<file path="src/rtl/rotate_sequencer.sv">
// rotate_sequencer: timed pattern rotator built around a combinational barrel shifter.
// A pattern register drives the shifter. Once per prescaler tick, the rotated value is
// committed back into the register. The block also tracks net rotation since the last
// load.
//
// Parameters:
//   N       log2 of the pattern width (Width = 1 << N)
//   Div     clock cycles per rotation tick (>= 1)
// Ports:
//   clk      system clock; all state updates on the rising edge
//   reset    synchronous, active-high reset
//   load     single-cycle pulse; captures pattern, clears pos and prescaler
//   pattern  value captured on load
//   en       1 = rotate on ticks, 0 = pause
//   dir      0 = rotate right, 1 = rotate left
//   step     rotation distance per tick
//   q        current pattern register
//   pos      net rotation modulo Width since last load (right is positive)
//   tick     one-cycle pulse in the cycle a rotation commits
//   running  high while in the run state
module rotate_sequencer #(
    parameter int unsigned N   = 3,
    parameter int unsigned Div = 25_000_000
) (
    input  logic                clk,
    input  logic                reset,
    input  logic                load,
    input  logic [(1<<N)-1:0]   pattern,
    input  logic                en,
    input  logic                dir,
    input  logic [N-1:0]        step,
    output logic [(1<<N)-1:0]   q,
    output logic [N-1:0]        pos,
    output logic                tick,
    output logic                running
);

    localparam int unsigned Width = 1 << N;
    localparam int unsigned CntW  = (Div <= 1) ? 1 : $clog2(Div);
    localparam logic [CntW-1:0] CntMax = CntW'(Div - 1);

    typedef enum logic [1:0] {
        StIdle = 2'd0,
        StRun  = 2'd1,
        StHold = 2'd2
    } state_e;

    state_e            state_q, state_d;
    logic [Width-1:0]  q_q, q_d;
    logic [N-1:0]      pos_q, pos_d;
    logic [CntW-1:0]   cnt_q, cnt_d;

    // Barrel shifter: a left rotate by step is a right rotate by -step (mod Width).
    logic [N-1:0]          amt;
    logic [N:0][Width-1:0] stage;
    logic [Width-1:0]      y;

    assign amt      = dir ? ({N{1'b0}} - step) : step;
    assign stage[0] = q_q;

    for (genvar k = 0; k < N; k++) begin : g_rot
        localparam int unsigned Sh = 1 << k;
        assign stage[k+1] = amt[k] ? {stage[k][Sh-1:0], stage[k][Width-1:Sh]} : stage[k];
    end

    assign y = stage[N];

    // Load suppresses the tick so a colliding rotation is discarded.
    assign tick = (state_q == StRun) && (cnt_q == CntMax) && !load;

    always_comb begin
        state_d = state_q;
        q_d     = q_q;
        pos_d   = pos_q;
        cnt_d   = cnt_q;

        if (load) begin
            q_d     = pattern;
            pos_d   = '0;
            cnt_d   = '0;
            state_d = en ? StRun : StHold;
        end else begin
            case (state_q)
                StRun: begin
                    if (tick) begin
                        q_d   = y;
                        pos_d = dir ? (pos_q - step) : (pos_q + step);
                        cnt_d = '0;
                    end else begin
                        cnt_d = cnt_q + CntW'(1);
                    end
                    // A tick in this cycle still commits; pause takes effect next cycle.
                    if (!en) begin
                        state_d = StHold;
                    end
                end
                StHold: begin
                    // Prescaler is frozen here, so resuming continues the partial period.
                    if (en) begin
                        state_d = StRun;
                    end
                end
                StIdle: begin
                end
                default: begin
                    state_d = StIdle;
                end
            endcase
        end
    end

    always_ff @(posedge clk) begin
        if (reset) begin
            state_q <= StIdle;
            q_q     <= '0;
            pos_q   <= '0;
            cnt_q   <= '0;
        end else begin
            state_q <= state_d;
            q_q     <= q_d;
            pos_q   <= pos_d;
            cnt_q   <= cnt_d;
        end
    end

    assign q       = q_q;
    assign pos     = pos_q;
    assign running = (state_q == StRun);

endmodule

</file>
<file path="config.mk">
export PLATFORM = sky130hd
export DESIGN_NAME = rotate_sequencer
export DESIGN_NICKNAME = d
export VERILOG_FILES = /design/src/rtl/rotate_sequencer.sv
export SDC_FILE = /design/constraint.sdc
export NUM_CORES = 1
export LEC_CHECK = 0
export ABC_AREA = 1
export BUFFER_PORTS_ARGS = -buffer_cell sky130_fd_sc_hd__buf_2
export CAP_MARGIN = 5
export CORE_AREA = 2 2 71 73
export CTS_CLUSTER_DIAMETER = 80
export DETAILED_ROUTE_END_ITERATION = 6
export DIE_AREA = 0 0 73 75
export PLACE_DENSITY = 0.71
export SETUP_SLACK_MARGIN = 0.5
export SLEW_MARGIN = 15
export SYNTH_ARGS = -nofsm -noshare
export SYNTH_HDL_FRONTEND = slang
export SYNTH_SLANG_ARGS = --single-unit
</file>
<file path="constraint.sdc">
create_clock -name clk -period 2 [get_ports clk]
set_input_delay 0.1 -clock clk [delete_from_list [all_inputs] [get_ports clk]]
set_output_delay 0.1 -clock clk [all_outputs]
set_load 0.005 [all_outputs]
</file>
# == Word-level counts from Yosys, hierarchy flattened ==
# Index checks and enable logic that the tools add are counted.
# op_classes
addsub,4
eq_ne,6
mux,14
n_reduce_logical,10
# op_table
cell,n
8-bit 2-to-1 mux,6
25-bit by 1-bit adder with 25-bit output (second input constant),1
25-bit == test (second input constant),1
25-bit 2-to-1 mux,1
2-bit 2-to-1 mux,4
3-bit 2-to-1 mux,2
3-bit != test (second input constant),2
2-bit one-hot mux with 3 select lines,1
2-bit AND reduction,2
2-bit nonzero test,2
3-bit adder,1
3-bit AND reduction,1
1-bit by 3-bit subtractor with 3-bit output (first input constant),1
3-bit subtractor,1
2-bit by 1-bit == test with 1-bit output (second input constant),1
2-bit == test (second input constant),1
1-bit logical AND,2
2-bit zero test,1
2-bit != test (second input constant),1
2-bit OR reduction,1
1-bit zero test,1
# totals
register_bits,38
input_bits,16
out_inout_bits,13

# == Depth between registers and ports, before layout ==
# logic_depth
depth_word,8
mapped_depth,13
mapped_depth_nobuf,12

# == Least setup slack after synthesis ==
# No wires, ideal clock.
# synth_timing
path_type,in2reg
from,input port step[0]
to,register pos_q[2] (netlist: pos[2])
setup_time_ps,115
arrival_ps,1717
t_required_ps,1885
path_slack_ps,168
cell_stages,10
path_buffers,1
cell_sequence,buf_2 clkinv_1 ha_1 o21ai_0 fa_1 nand3b_1 nand2_1 inv_1 a21oi_1 nor2_1
# synth_between
elab_chain_cells,2
# synth_rtl
item,line,text
start: declaration,31,"input logic [N-1:0] step,"
3-bit adder / 3-bit subtractor (equally long branches),87,pos_d = dir ? (pos_q - step) : (pos_q + step);
3-bit 2-to-1 mux (*),87,
end signal: assignment,121,pos_q <= pos_d;
end: declaration,50,"logic [N-1:0] pos_q, pos_d;"
# Mark *: on every way between the ends. The rest lies on a longest branch, timed or not.
# A chain may end at the register's enable or synchronous reset.

# == Worst setup path in the final report ==
# layout_timing
from,register cnt_q[1]
to,register cnt_q[13]
# layout_between
elab_chain_cells,4
# layout_rtl
item,line,text
start: declaration,51,"logic [CntW-1:0] cnt_q, cnt_d;"
start signal: assignment,122,cnt_q <= cnt_d;
"parallel branches: the longest is 3 deep, another holds 25-bit by 1-bit adder with 25-bit output",n/a,
25-bit 2-to-1 mux (*),85,if (tick) begin
# Mark *: on every way between the ends.

==> run summary <==
DR vias: 2645
RSZ-0062 raised after global routing: true
grt total ovfl: 0
Setup crit start kind: flip-flop
Clk network pwr share: 39.8%
hold depth: 4
area growth from synthesis to layout: 28.42%
sequential area share after synthesis: 30.80%
outcome: completed
reg2reg start: cnt_q[1]
max frequency: 0.6210 GHz
maximum clock insertion buffer count: 2
layout cell share with drive strength beyond 1: 32.44%
top_reg_cell synth: dfxtp_1
crit-path max FO: 8
Req. time, crit path: 2230 ps
sw power: 454.6 uW
total of max-cap violations: 0
commonest non-fill, non-tap cell in the layout: nand2_1
Logic pwr share: 13.6%
n_diodes: 0
pwr/cell area: 527.2 nW/um^2
Synthesized Nets: 421
final hold vios: 0
syn avg cell area: 6.159 sq um
Yosys Warn Count: 0
fin crit share: 80.52%
Die Ht: 75 microns
# setup viols final: 0
CTS Buf Count: 5
post-route ant nets: 0
HPWL after DPL: 4634 microns
row count: 25
hold path endpoint: state_q[1]
# H-tree levels: 2
most frequent cells in the layout: nand2_1, inv_1, nor2_1
initial core utilization: 52.99%
first-pass GRT wire length: 10320 microns
Clock Skews: 11.72 ps
Non-Filler Instances: 504
Cells after Synth: 401
FFs w/ async S/R, synth: 0%
vias in the first global route: 2334
worst slew pin tran: 652.5 ps
largest net degree at the start of global routing: 21
Post-synth EDFFs: 0
Cell Area, Synth: 2470 sq um
maximum vdd drop: 329.5 uV
Critical Path AT: 1840 ps
crit-path cells: ha_4 -> nand3_4 -> nor2_4 -> nand2_2 -> nor2_4 -> buf_4 -> buf_6 -> nor2_4 -> buf_6 -> o21ai_2 -> a21oi_1
CP Buf/Inv Count: 3
Hold/Removal Path Class: primary input to flip-flop
min-delay src: en
Final TNS setup: 0 ps
die width: 73 microns
Pint: 1.218 mW
post-synth cell types: 36
Worst R2R End: cnt_q[13]
Nets: 469
CP max stage cell: dfxtp_2
WL final: 6650 microns
Pleak: 1.377 nW
reg2reg setup slack: 390 ps
crit-path most repeated cell: nor2_4
cell family with the largest share of critical-path delay: simple AND/OR/NAND/NOR gates
fill count: 405
switching share of power: 27.18%
DRT Pass-1 Iters: 4
initial antenna violation count: 0
Worst-Skew Late Latency: 300 ps
sequential power share: 46.6%
Vias/cell: 5.248
crit end category: flip-flop
CTS Sinks: 38
routed len/inst: 13.19 microns
crit-path max cell delay: 340 ps
max-slew violation count: 0
Iter 0 DRT Violations: 133
kind of critical path: flip-flop to flip-flop
Placed Instances: 479
Total GRT Usage: 24.59%
core area: 4661 sq um
PortBufs: 28
Worst R2R Path Depth: 11
Die ar.: 5475 sq um
RePlAce Congestion: 0.8733
clk slew on worst S/H paths: 90 ps
clock period minus worst slack: 1610 ps
Remaining DRCs: 0
CTS tree: yes
Slew Limit Headroom: 56.45%
clock root buffer: clkbuf_8
number of synthesized register bits: 38
IO Count: 29
## worst reg2reg max path: cells and delay by family (launching register included)
| family | cells | cell delay (ps) |
|---|---|---|
| buf+inv | 3 | 420 |
| flops | 1 | 340 |
| compound gates | 2 | 170 |
| simple gates | 5 | 440 |
| fa+ha+maj | 1 | 170 |
## worst max-delay path by stage
stage	start	end	slack, ps	cells past startpoint
floorplan	step[0]	pos[2]	510	10
global placement	step[0]	pos[2]	300	10
detailed placement	step[0]	pos[2]	240	10
CTS	cnt_q[1]	tick	430	8
global route	cnt_q[15]	tick	310	8
finish	cnt_q[1]	cnt_q[13]	390	11
## cell families after synthesis
| kind of cell | Yosys count | synth area share, % |
|---|---|---|
| AO/OA/AOI/OAI | 34 | 7.548 |
| XOR/XNOR | 3 | 1.064 |
| AND/OR/NAND/NOR | 271 | 50.10 |
| adder cells (fa/ha/maj) | 4 | 2.330 |
| flip-flops | 38 | 30.80 |
| buffers and inverters | 51 | 8.155 |
## per-layer routing
metal	vias up	wire, microns	share of wire (%)	GRT usage [%]
met3	14	235	3.5	5.489
met2	57	3416	51	44.94
met5	-	0	0	0
met1	1201	2866	43	28.20
met4	0	132	2.0	8.642
li1	1373	-	-	-
## state kept, by name, indices dropped and copies added (netlist names)
register and flops:
cnt_q 25, q 8, pos 3, state_q 2
## metrics by stage
step                setup WS (ps)  utilization (%)  hold WS (ps)  total power [mW]  cell area (sq um)
floorplan                   507.0                -         231.1            0.9432               2507
global placement            302.8            57.66         349.4             1.003               2688
detailed placement          240.3            57.66         362.3             1.005               2688
CTS                         429.7            62.17         36.83             1.664               2898
global route                311.0            68.05         47.37             1.735               3172
finish                      389.7            68.05         39.88             1.672               3172
## repair_timing
item | in CTS | in global routing
setup buffers | 4 | 12
resized for setup | 25 | 54
gates cloned | 0 | 1
pin swaps | 6 | 23
hold buffers | 0 | 0
endpoints found under the setup margin | 22 | 32
## cell type report
cell class              count  area [sq um]  share of cell area (%)
well taps                  54         67.56                   2.130
repair buffers             46         306.5                   9.665
inverters                  45         183.9                   5.799
flip-flops and latches     38         788.3                   24.85
multi-input cells         313          1717                   54.12
clock buffers               5         68.82                   2.170
clock inverters             3         40.04                   1.262
## cell usage after synthesis (2+ instances only)
library cell / instances / share of area, %
a21oi_1: 19 / 3.9
clkbuf_1: 3 / 0.46
dfxtp_1: 38 / 31
ha_1: 3 / 1.5
inv_1: 40 / 6.1
inv_2: 4 / 0.61
nand2_1: 143 / 22
nand2_2: 7 / 1.8
nand3_1: 34 / 6.9
nand3b_1: 3 / 0.91
nand4_1: 7 / 1.8
nor2_1: 46 / 7.0
nor2_2: 4 / 1.0
nor2_4: 6 / 2.7
nor3_1: 6 / 1.2
nor4_1: 2 / 0.51
o21ai_0: 8 / 1.6
o22ai_1: 2 / 0.51
or2_2: 8 / 2.0
xor2_1: 2 / 0.71
## power by group through the flow
stage / logic, mW / registers [mW] / clock network, mW
finish: 0.227 / 0.779 / 0.666
CTS: 0.209 / 0.783 / 0.672
global route: 0.256 / 0.781 / 0.698
global placement: 0.202 / 0.801 / 0
floorplan: 0.146 / 0.798 / 0
detailed placement: 0.203 / 0.801 / 0
(Power assumes the default switching activity.)
